$ cat src/rtl/axi_rd_arbiter.sv
// Two-master AXI read arbiter: the data side wins by default, and the inst side
// is forced in after MAX_CONSEC back-to-back data grants. Only one read is in flight.
module axi_rd_arbiter #(
  parameter int MAX_CONSEC = 4,
  parameter int CNT_W      = 3
) (
  input  logic        clk,
  input  logic        resetn,
  // instruction side
  input  logic        i_arvalid,
  input  logic [31:0] i_araddr,
  input  logic [7:0]  i_arlen,
  input  logic [2:0]  i_arsize,
  input  logic [3:0]  i_arid,
  output logic        i_arready,
  output logic        i_rvalid,
  output logic [31:0] i_rdata,
  output logic        i_rlast,
  input  logic        i_rready,
  // data side
  input  logic        d_arvalid,
  input  logic [31:0] d_araddr,
  input  logic [7:0]  d_arlen,
  input  logic [2:0]  d_arsize,
  input  logic [3:0]  d_arid,
  output logic        d_arready,
  output logic        d_rvalid,
  output logic [31:0] d_rdata,
  output logic        d_rlast,
  input  logic        d_rready,
  // AXI master port
  output logic [3:0]  arid,
  output logic [31:0] araddr,
  output logic [7:0]  arlen,
  output logic [2:0]  arsize,
  output logic [1:0]  arburst,
  output logic        arvalid,
  input  logic        arready,
  input  logic [3:0]  rid,
  input  logic [1:0]  rresp,
  input  logic [31:0] rdata,
  input  logic        rlast,
  input  logic        rvalid,
  output logic        rready
);

  typedef enum logic [1:0] {
    ST_IDLE = 2'd0,
    ST_AR   = 2'd1,
    ST_R    = 2'd2
  } state_t;

  state_t           state_r;
  state_t           state_nxt_s;
  logic             grant_d_r;
  logic [CNT_W-1:0] cnt_r;
  logic [3:0]       arid_r;
  logic [31:0]      araddr_r;
  logic [7:0]       arlen_r;
  logic [2:0]       arsize_r;

  logic             cnt_sat_s;
  logic             gnt_d_s;
  logic             gnt_i_s;
  logic             rready_s;
  logic             unused_s;

  // Single outstanding read, so the R-channel id and response are not needed.
  assign unused_s  = ^{rid, rresp};
  assign cnt_sat_s = (cnt_r >= CNT_W'(MAX_CONSEC));

  // Grant decision; the reset qualifier keeps both acks low while resetn is asserted.
  always_comb begin
    gnt_d_s = 1'b0;
    gnt_i_s = 1'b0;
    if (resetn && (state_r == ST_IDLE)) begin
      if (d_arvalid && !(i_arvalid && cnt_sat_s)) begin
        gnt_d_s = 1'b1;
      end else if (i_arvalid) begin
        gnt_i_s = 1'b1;
      end else begin
        gnt_d_s = 1'b0;
        gnt_i_s = 1'b0;
      end
    end else begin
      gnt_d_s = 1'b0;
      gnt_i_s = 1'b0;
    end
  end

  // R-channel ready follows whichever side owns the current transaction.
  always_comb begin
    rready_s = 1'b0;
    if (state_r == ST_R) begin
      rready_s = grant_d_r ? d_rready : i_rready;
    end else begin
      rready_s = 1'b0;
    end
  end

  // FSM state register.
  always_ff @(posedge clk or negedge resetn) begin
    if (!resetn) begin
      state_r <= ST_IDLE;
    end else begin
      state_r <= state_nxt_s;
    end
  end

  // FSM next-state logic.
  always_comb begin
    state_nxt_s = state_r;
    case (state_r)
      ST_IDLE: begin
        if (gnt_d_s || gnt_i_s) begin
          state_nxt_s = ST_AR;
        end else begin
          state_nxt_s = ST_IDLE;
        end
      end
      ST_AR: begin
        if (arready) begin
          state_nxt_s = ST_R;
        end else begin
          state_nxt_s = ST_AR;
        end
      end
      ST_R: begin
        if (rvalid && rready_s && rlast) begin
          state_nxt_s = ST_IDLE;
        end else begin
          state_nxt_s = ST_R;
        end
      end
      default: state_nxt_s = ST_IDLE;
    endcase
  end

  // Capture the winner's request fields at grant time.
  always_ff @(posedge clk or negedge resetn) begin
    if (!resetn) begin
      grant_d_r <= 1'b0;
      arid_r    <= 4'd0;
      araddr_r  <= 32'd0;
      arlen_r   <= 8'd0;
      arsize_r  <= 3'd0;
    end else if (gnt_d_s) begin
      grant_d_r <= 1'b1;
      arid_r    <= d_arid;
      araddr_r  <= d_araddr;
      arlen_r   <= d_arlen;
      arsize_r  <= d_arsize;
    end else if (gnt_i_s) begin
      grant_d_r <= 1'b0;
      arid_r    <= i_arid;
      araddr_r  <= i_araddr;
      arlen_r   <= i_arlen;
      arsize_r  <= i_arsize;
    end else begin
      grant_d_r <= grant_d_r;
      arid_r    <= arid_r;
      araddr_r  <= araddr_r;
      arlen_r   <= arlen_r;
      arsize_r  <= arsize_r;
    end
  end

  // Anti-starvation counter: counts data grants taken while the inst side waits.
  always_ff @(posedge clk or negedge resetn) begin
    if (!resetn) begin
      cnt_r <= {CNT_W{1'b0}};
    end else if (gnt_d_s) begin
      if (!i_arvalid) begin
        cnt_r <= {CNT_W{1'b0}};
      end else if (cnt_sat_s) begin
        cnt_r <= cnt_r;
      end else begin
        cnt_r <= cnt_r + CNT_W'(1);
      end
    end else if (gnt_i_s) begin
      cnt_r <= {CNT_W{1'b0}};
    end else begin
      cnt_r <= cnt_r;
    end
  end

  // FSM output decode.
  always_comb begin
    i_arready = gnt_i_s;
    d_arready = gnt_d_s;
    arvalid   = (state_r == ST_AR);
    rready    = rready_s;
    i_rvalid  = 1'b0;
    d_rvalid  = 1'b0;
    if (state_r == ST_R) begin
      i_rvalid = rvalid && !grant_d_r;
      d_rvalid = rvalid && grant_d_r;
    end else begin
      i_rvalid = 1'b0;
      d_rvalid = 1'b0;
    end
  end

  assign arid    = arid_r;
  assign araddr  = araddr_r;
  assign arlen   = arlen_r;
  assign arsize  = arsize_r;
  assign arburst = 2'b01;
  assign i_rdata = rdata;
  assign d_rdata = rdata;
  assign i_rlast = rlast;
  assign d_rlast = rlast;

endmodule

$ cat config.mk
export PLATFORM = sky130hd
export DESIGN_NAME = axi_rd_arbiter
export DESIGN_NICKNAME = d
export VERILOG_FILES = /design/src/rtl/axi_rd_arbiter.sv
export SDC_FILE = /design/constraint.sdc
export NUM_CORES = 1
export LEC_CHECK = 0
export BUFFER_PORTS_ARGS = -buffer_cell sky130_fd_sc_hd__clkbuf_2
export CORE_AREA = 2 2 102 104
export CTS_BUF_LIST = sky130_fd_sc_hd__clkbuf_4
export CTS_CLUSTER_DIAMETER = 60
export CTS_CLUSTER_SIZE = 20
export DETAILED_ROUTE_END_ITERATION = 12
export DIE_AREA = 0 0 104 106
export GPL_TIMING_DRIVEN = 0
export PLACE_DENSITY_LB_ADDON = 0.1
export SYNTH_ARGS = -nofsm -noshare
export SYNTH_HDL_FRONTEND = slang
export SYNTH_SLANG_ARGS = --single-unit
$ cat constraint.sdc
create_clock -name clk -period 1.7 [get_ports clk]
set_input_delay 0.17 -clock clk [delete_from_list [all_inputs] [get_ports clk]]
set_output_delay 0.17 -clock clk [all_outputs]
set_load 0.02 [all_outputs]
==> flow_metrics.env, run 1 <==
export IMPL_status="complete, but fails checks"
export IMPL_violations="negative hold slack, negative setup slack"
export IMPL_synth_cell_type_count=30
export IMPL_cts_tree="done"
export IMPL_drive_above_1_share_pct=58.00
export IMPL_drc_errors=0
export IMPL_critPathArrivalTime_ps=1730
export IMPL_io_pins=262
export IMPL_drt_first_pass_iters=4
export IMPL_synth_area_mm2=0.003298
export IMPL_fin_skew_ps=14.00
export IMPL_synth_avg_cell_area_um2=8.679
export IMPL_synth_largest_area_cell="dfrtp_1"
export IMPL_synth_compound_area_share_pct=24.77
export IMPL_total_power_mw=7.598
export IMPL_root_buffer="clkbuf_4"
export IMPL_r2r_slack_ps=-30
export IMPL_htree_levels=2
export IMPL_seq_area_mm2=0.001326
export IMPL_io_buffer_count=221
export IMPL_maxCapViolations=0
export IMPL_num_vias=3832
export IMPL_multiInputGateArea_mm2=0.001505
export IMPL_gp_congestion=0.7973
export IMPL_max_freq_mhz=525.2
export IMPL_grt_overflow=0
export IMPL_synthesis_nets=523
export IMPL_wl_um=11910
export IMPL_detail_route_antenna_nets=0
export IMPL_finalCritPeriodShare_pct=112.0
export IMPL_rr_startpoint="state_r[0]$_DFF_PN0_"
export IMPL_diodes=0
export IMPL_synthCells=380
export IMPL_r2r_cells=8
export IMPL_post_place_ws_ps=-589.4
export IMPL_die_y_um=106
export IMPL_synthMuxAreaShare_pct=0.6449
export IMPL_critPathMaxFanout=4
export IMPL_grt_max_degree=56
export IMPL_setup_worst_path_start="state_r[1]$_DFF_PN0_"
export IMPL_dieArea_mm2=0.01102
export IMPL_avgRoutedWirePerCell_um=15.16
export IMPL_detail_route_vias_per_cell=4.875
export IMPL_cellLeakagePower_nw=2.660
export IMPL_grt_usage_pct=19.28
export IMPL_fin_crit_ps=1904
export IMPL_path_class="flop to primary output"
export IMPL_yosys_area_share_simple_pct=10.89
export IMPL_fin_ws_ps=-204.2
export IMPL_synth_top_family_by_area="compound AO/OA/AOI/OAI gates"
export IMPL_drt_iter0_drc=189
export IMPL_hp_class="input port to async pin"
export IMPL_fillers=972
export IMPL_place_area_mm2=0.004577
export IMPL_antenna_found_initial=0
export IMPL_nNetsFinal=792
export IMPL_grt_pass1_wl_um=17440
export IMPL_r2r_end="araddr[6]$_DFFE_PN0P_"
export IMPL_final_area_mm2=0.005463
export IMPL_setup_viol=17
export IMPL_cts_sink_count=53
export IMPL_synthTopCellsByArea="dfrtp_1 40%, buf_4 16%, a31oi_1 8.9%"
export IMPL_insertion_delay_ps=390
export IMPL_ys_seq_area_share_pct=40.21
export IMPL_synthXorXnorAreaFrac_pct=0
export IMPL_tightest_slew_ps=508.9
export IMPL_clk_path_buf_depth=2
export IMPL_power_density_mw_per_mm2=1391
export IMPL_drv_slew=0
export IMPL_numCtsBuffers=5
export IMPL_rows=37
export IMPL_ys_seq_elements=53
export IMPL_synth_top_area_share_pct=40.21
export IMPL_crit_path_end="d_arready"
export IMPL_rsz0062_at_grt="true"
export IMPL_relSlewSlack_pct=66.07
export IMPL_start_util_pct=32.98
export IMPL_peakVddDrop_mv=0.5046
export IMPL_yosys_warnings=0
export IMPL_fin_setup_tns_ps=-435.6
export IMPL_core_area_mm2=0.01000
export IMPL_clkTransAtPathRegs_ps=160
export IMPL_dp_hpwl_um=8267
export IMPL_critical_path_startpoint_type="flop"
export IMPL_synthAdderAreaFrac_pct=0.7587
export IMPL_worst_hold_slack_ps=-289.3
export IMPL_cp_end_kind="primary output"
export IMPL_die_w_um=104
export IMPL_area_growth_synth_to_final_pct=65.63
export IMPL_final_hold_viol_count=54
export IMPL_grt_pass1_vias=3583
export IMPL_required_ps=1530
cell usage in the layout (no fill, tap or decap), types with 2 or more instances in the layout:
| master | n |
|---|---|
| o21ai_1 | 21 |
| buf_8 | 3 |
| clkbuf_1 | 6 |
| nor2_4 | 2 |
| o21ai_2 | 6 |
| dlygate4sd3_1 | 22 |
| buf_12 | 3 |
| conb_1 | 2 |
| nor2b_1 | 2 |
| a31oi_1 | 31 |
| buf_6 | 8 |
| clkbuf_2 | 216 |
| nand2_1 | 5 |
| buf_2 | 14 |
| clkbuf_4 | 7 |
| a22o_1 | 2 |
| a31oi_4 | 14 |
| nand3_1 | 47 |
| and3_1 | 2 |
| a21oi_1 | 47 |
| a31oi_2 | 2 |
| o21ai_0 | 21 |
| inv_1 | 3 |
| ha_1 | 2 |
| buf_4 | 87 |
| clkbuf_16 | 4 |
| dfrtp_1 | 53 |
cells in the mapped netlist:
master	number
dfrtp_1	53
or3b_4	1
nor2_1	2
ha_1	2
a21boi_1	1
inv_1	3
or2_0	1
conb_1	2
nor2b_1	2
buf_4	70
and3_1	2
mux2i_1	1
a21bo_2	1
o21ai_1	19
o21ai_0	30
clkbuf_1	7
nand2_1	6
and2b_1	1
nand3_1	47
and2_1	1
mux2_2	1
buf_6	7
a31oi_1	47
or2b_1	1
a21o_1	1
nor3b_4	1
nor2_4	1
a22o_1	2
a21oi_1	47
buf_2	20
power breakdown:
| group | leakage, nW | switching [mW] | internal [mW] |
|---|---|---|---|
| registers | 0.597 | 0.381 | 1.86 |
| logic | 2.02 | 2.64 | 1.96 |
| clock network | 0.0389 | 0.446 | 0.305 |
| total | 2.66 | 3.47 | 4.13 |
metrics by stage:
step	util (%)	hold slack [ps]	instances
5_1_grt	54.63	-271.2	786
4_1_cts	48.57	-269.3	764
6_report	54.63	-289.3	786
3_3_place_gp	45.75	387.4	737
2_1_floorplan	-	-125.6	380
3_5_place_dp	45.77	325.9	737
worst min path at each step:
stage                  from                endpoint  cells past startpoint
floorplan            resetn   araddr[0]$_DFFE_PN0P_                      0
global placement    arready    state_r[0]$_DFF_PN0_                      2
detailed placement   resetn  araddr[19]$_DFFE_PN0P_                      1
CTS                  resetn  araddr[19]$_DFFE_PN0P_                      1
global route         resetn  araddr[13]$_DFFE_PN0P_                      1
finish               resetn  araddr[18]$_DFFE_PN0P_                      1
kinds of logic (layout without fill, tap and decap cells):
logic type / count (synthesis) / in the layout
other cells: 2 / 2
compound gates: 148 / 148
flops: 53 / 53
simple gates: 66 / 66
mux: 2 / 2
fa+ha+maj: 2 / 2
buf+inv: 107 / 377
layout make-up:
class / instances / share of cell area [%]
Multi-Input combinational cell: 220 / 27.55
Clock inverter: 3 / 0.7558
Timing Repair Buffer: 262 / 28.91
Buffer: 104 / 14.50
Tap cell: 136 / 3.115
Sequential cell: 53 / 24.28
Inverter: 3 / 0.2061
Clock buffer: 5 / 0.6871
critical path: stages (launching register included):
cell and delay, ps:
dfrtp_1 460, or3b_4 420, buf_6 140, buf_8 110, nor2_4 100, buf_8 120
per-layer routing:
layer	up-vias	GRT usage [%]	part of all wire (%)
met4	0	4.440	1.2
met3	15	3.801	6.7
met5	-	0	0
li1	1832	-	-
met2	187	33.88	51
met1	1798	24.49	41
state kept, by name, indices dropped and copies added (netlist names):
register	count
arid	4
arlen	8
grant_d_r	1
state_r	2
araddr	32
arsize	3
cnt_r	3
timing repair:
item	CTS	global route
endpoints found under the setup margin	45	40
endpoints found under the hold margin	65	62
gates resized for setup	7	78
cloned	0	4
pin swaps	3	4
setup buffers	7	8
hold buffers	12	10
(Power assumes the default switching activity.)
==> run 2, diff against run 1 <==
- CELL_PAD_IN_SITES_DETAIL_PLACEMENT: not set -> 0
- CELL_PAD_IN_SITES_GLOBAL_PLACEMENT: not set -> 1
- CORE_AREA: 2 2 102 104 -> not set
- CORE_MARGIN: not set -> 2
- CORE_UTILIZATION: not set -> 27
- DIE_AREA: 0 0 104 106 -> not set
==> flow_metrics.env, run 2 (synthesized netlist as in run 1, its figures left out) <==
export IMPL_status="complete, but fails checks"
export IMPL_violations="negative hold slack, negative setup slack"
export IMPL_detail_route_antenna_nets=0
export IMPL_final_cell_mix="217 x clkbuf_2, 84 x buf_4, 52 x dfrtp_1"
export IMPL_worst_hold_slack_ps=-282.3
export IMPL_diodes=0
export IMPL_drv_slew=0
export IMPL_io_buffer_count=221
export IMPL_insertion_delay_ps=380
export IMPL_cellLeakagePower_nw=2.675
export IMPL_required_ps=1530
export IMPL_slowest_stage="dfrtp_1"
export IMPL_wl_um=12650
export IMPL_dp_hpwl_um=8699
export IMPL_final_hold_viol_count=53
export IMPL_cp_end_kind="primary output"
export IMPL_fin_ws_ps=-174.2
export IMPL_cts_tree="done"
export IMPL_nNetsFinal=797
export IMPL_num_vias=3835
export IMPL_htree_levels=2
export IMPL_r2r_slack_ps=-50
export IMPL_grt_max_degree=56
export IMPL_rsz0062_at_grt="true"
export IMPL_rr_startpoint="state_r[1]$_DFF_PN0_"
export IMPL_clk_path_buf_depth=2
export IMPL_start_util_pct=27.57
export IMPL_clkTransAtPathRegs_ps=180
export IMPL_detail_route_vias_per_cell=4.782
export IMPL_r2r_end="arlen[5]$_DFFE_PN0P_"
export IMPL_cts_sink_count=53
export IMPL_io_pins=262
export IMPL_cp_slowest_stage_delay_ps=440
export IMPL_grt_pass1_vias=3631
export IMPL_finalCritPeriodShare_pct=110.2
export IMPL_core_area_mm2=0.01196
export IMPL_critical_path_startpoint_type="flop"
export IMPL_fin_cells=802
export IMPL_critPathArrivalTime_ps=1700
export IMPL_maxCapViolations=0
export IMPL_fin_skew_ps=19.93
export IMPL_crit_chain="or3b_4 -> buf_8 -> buf_8 -> nor2_4 -> buf_8"
export IMPL_drt_iter0_drc=269
export IMPL_hp_class="input port to async pin"
export IMPL_critPathMaxFanout=3
export IMPL_setup_viol=30
export IMPL_crit_top_cell="buf_8"
export IMPL_avgRoutedWirePerCell_um=15.77
export IMPL_drc_errors=0
export IMPL_drt_first_pass_iters=4
export IMPL_mostFrequentLayoutCell="clkbuf_2"
export IMPL_rows=40
export IMPL_grt_pass1_wl_um=18460
export IMPL_dieArea_mm2=0.01312
export IMPL_die_y_um=114.5
export IMPL_fin_crit_ps=1874
export IMPL_r2r_cells=8
export IMPL_power_density_mw_per_mm2=1351
export IMPL_max_freq_mhz=533.6
export IMPL_grt_overflow=0
export IMPL_largest_reg_flops=32
export IMPL_grt_usage_pct=17.61
export IMPL_gp_congestion=0.7728
export IMPL_root_buffer="clkbuf_4"
export IMPL_path_class="flop to primary output"
export IMPL_total_power_mw=7.447
export IMPL_peakVddDrop_mv=0.5299
export IMPL_drive_above_1_share_pct=57.56
export IMPL_dp_cells=748
export IMPL_die_w_um=114.5
export IMPL_antenna_found_initial=0
export IMPL_numCtsBuffers=5
export IMPL_area_growth_synth_to_final_pct=67.07
## run 2: changes by cell type in the layout (fill, tap and decap cells not counted), moves of 2 or more
| cell | before | now |
|---|---|---|
| a31oi_1 | 31 | 35 |
| a31oi_4 | 14 | 10 |
| buf_2 | 14 | 11 |
| buf_4 | 87 | 84 |
| buf_8 | 3 | 5 |
| clkbuf_4 | 7 | 9 |
| clkinv_2 | 0 | 2 |
| dlygate4sd3_1 | 22 | 28 |
| o21ai_0 | 21 | 27 |
| o21ai_1 | 21 | 16 |
| o21ai_2 | 6 | 1 |
| o21ai_4 | 1 | 5 |
## run 2: worst max path at each step
stage	startpoint	to	cells after the start
final	state_r[0]$_DFF_PN0_	d_arready	5
after detailed placement	resetn	arlen[5]$_DFFE_PN0P_	6
after global routing	state_r[0]$_DFF_PN0_	d_arready	5
after CTS	state_r[1]$_DFF_PN0_	d_arready	5
after global placement	resetn	arlen[6]$_DFFE_PN0P_	6
after floorplan	state_r[0]$_DFF_PN0_	d_arready	4
## run 2: where the power goes
group | switching (mW) | internal [mW] | leakage [nW] | total [mW]
Sequential | 0.360 | 1.86 | 0.595 | 2.22
Clock | 0.448 | 0.158 | 0.0310 | 0.606
Combinational | 2.65 | 1.97 | 2.05 | 4.62
Total | 3.45 | 3.99 | 2.67 | 7.45
## run 2: layout make-up
type	instances	area, um2
fill	1225	6451
timing repair buffer	267	1654
multi-input combinational	220	1481
sequential	53	1328
buffer	104	797.0
tap	147	183.9
clock buffer	5	37.54
clock inverter	3	17.52
inverter	3	11.26
## run 2: metal layers
layer	global-route usage, %	wire (um)
met1	23.37	5503
met2	29.47	5972
met3	4.500	1103
met4	2.683	68
met5	0	0
## run 2: critical path, delay by kind of cell (launching register included)
family / cells / cell delay, ps
buf+inv: 3 / 370
flops: 1 / 440
simple gates: 2 / 520
## run 2: stage by stage
step	setup slack (ps)	util, %	instance area (um2)	setup TNS, ps
final	-174.2	46.07	5510	-1223
after global routing	-240.7	46.07	5510	-2978
after CTS	-254.4	41.72	4990	-412.7
after detailed placement	-540.5	38.38	4591	-25450
after global placement	-1091	38.36	4588	-54690
after floorplan	289.2	-	3298	0
## run 2: repair_timing
action,in CTS,in global routing
gates resized for setup,14,74
hold buffers,24,4
buffers inserted,7,7
hold endpoints to repair,72,56
pin swaps,4,5
endpoints found under the setup margin,44,30
cloned,0,4
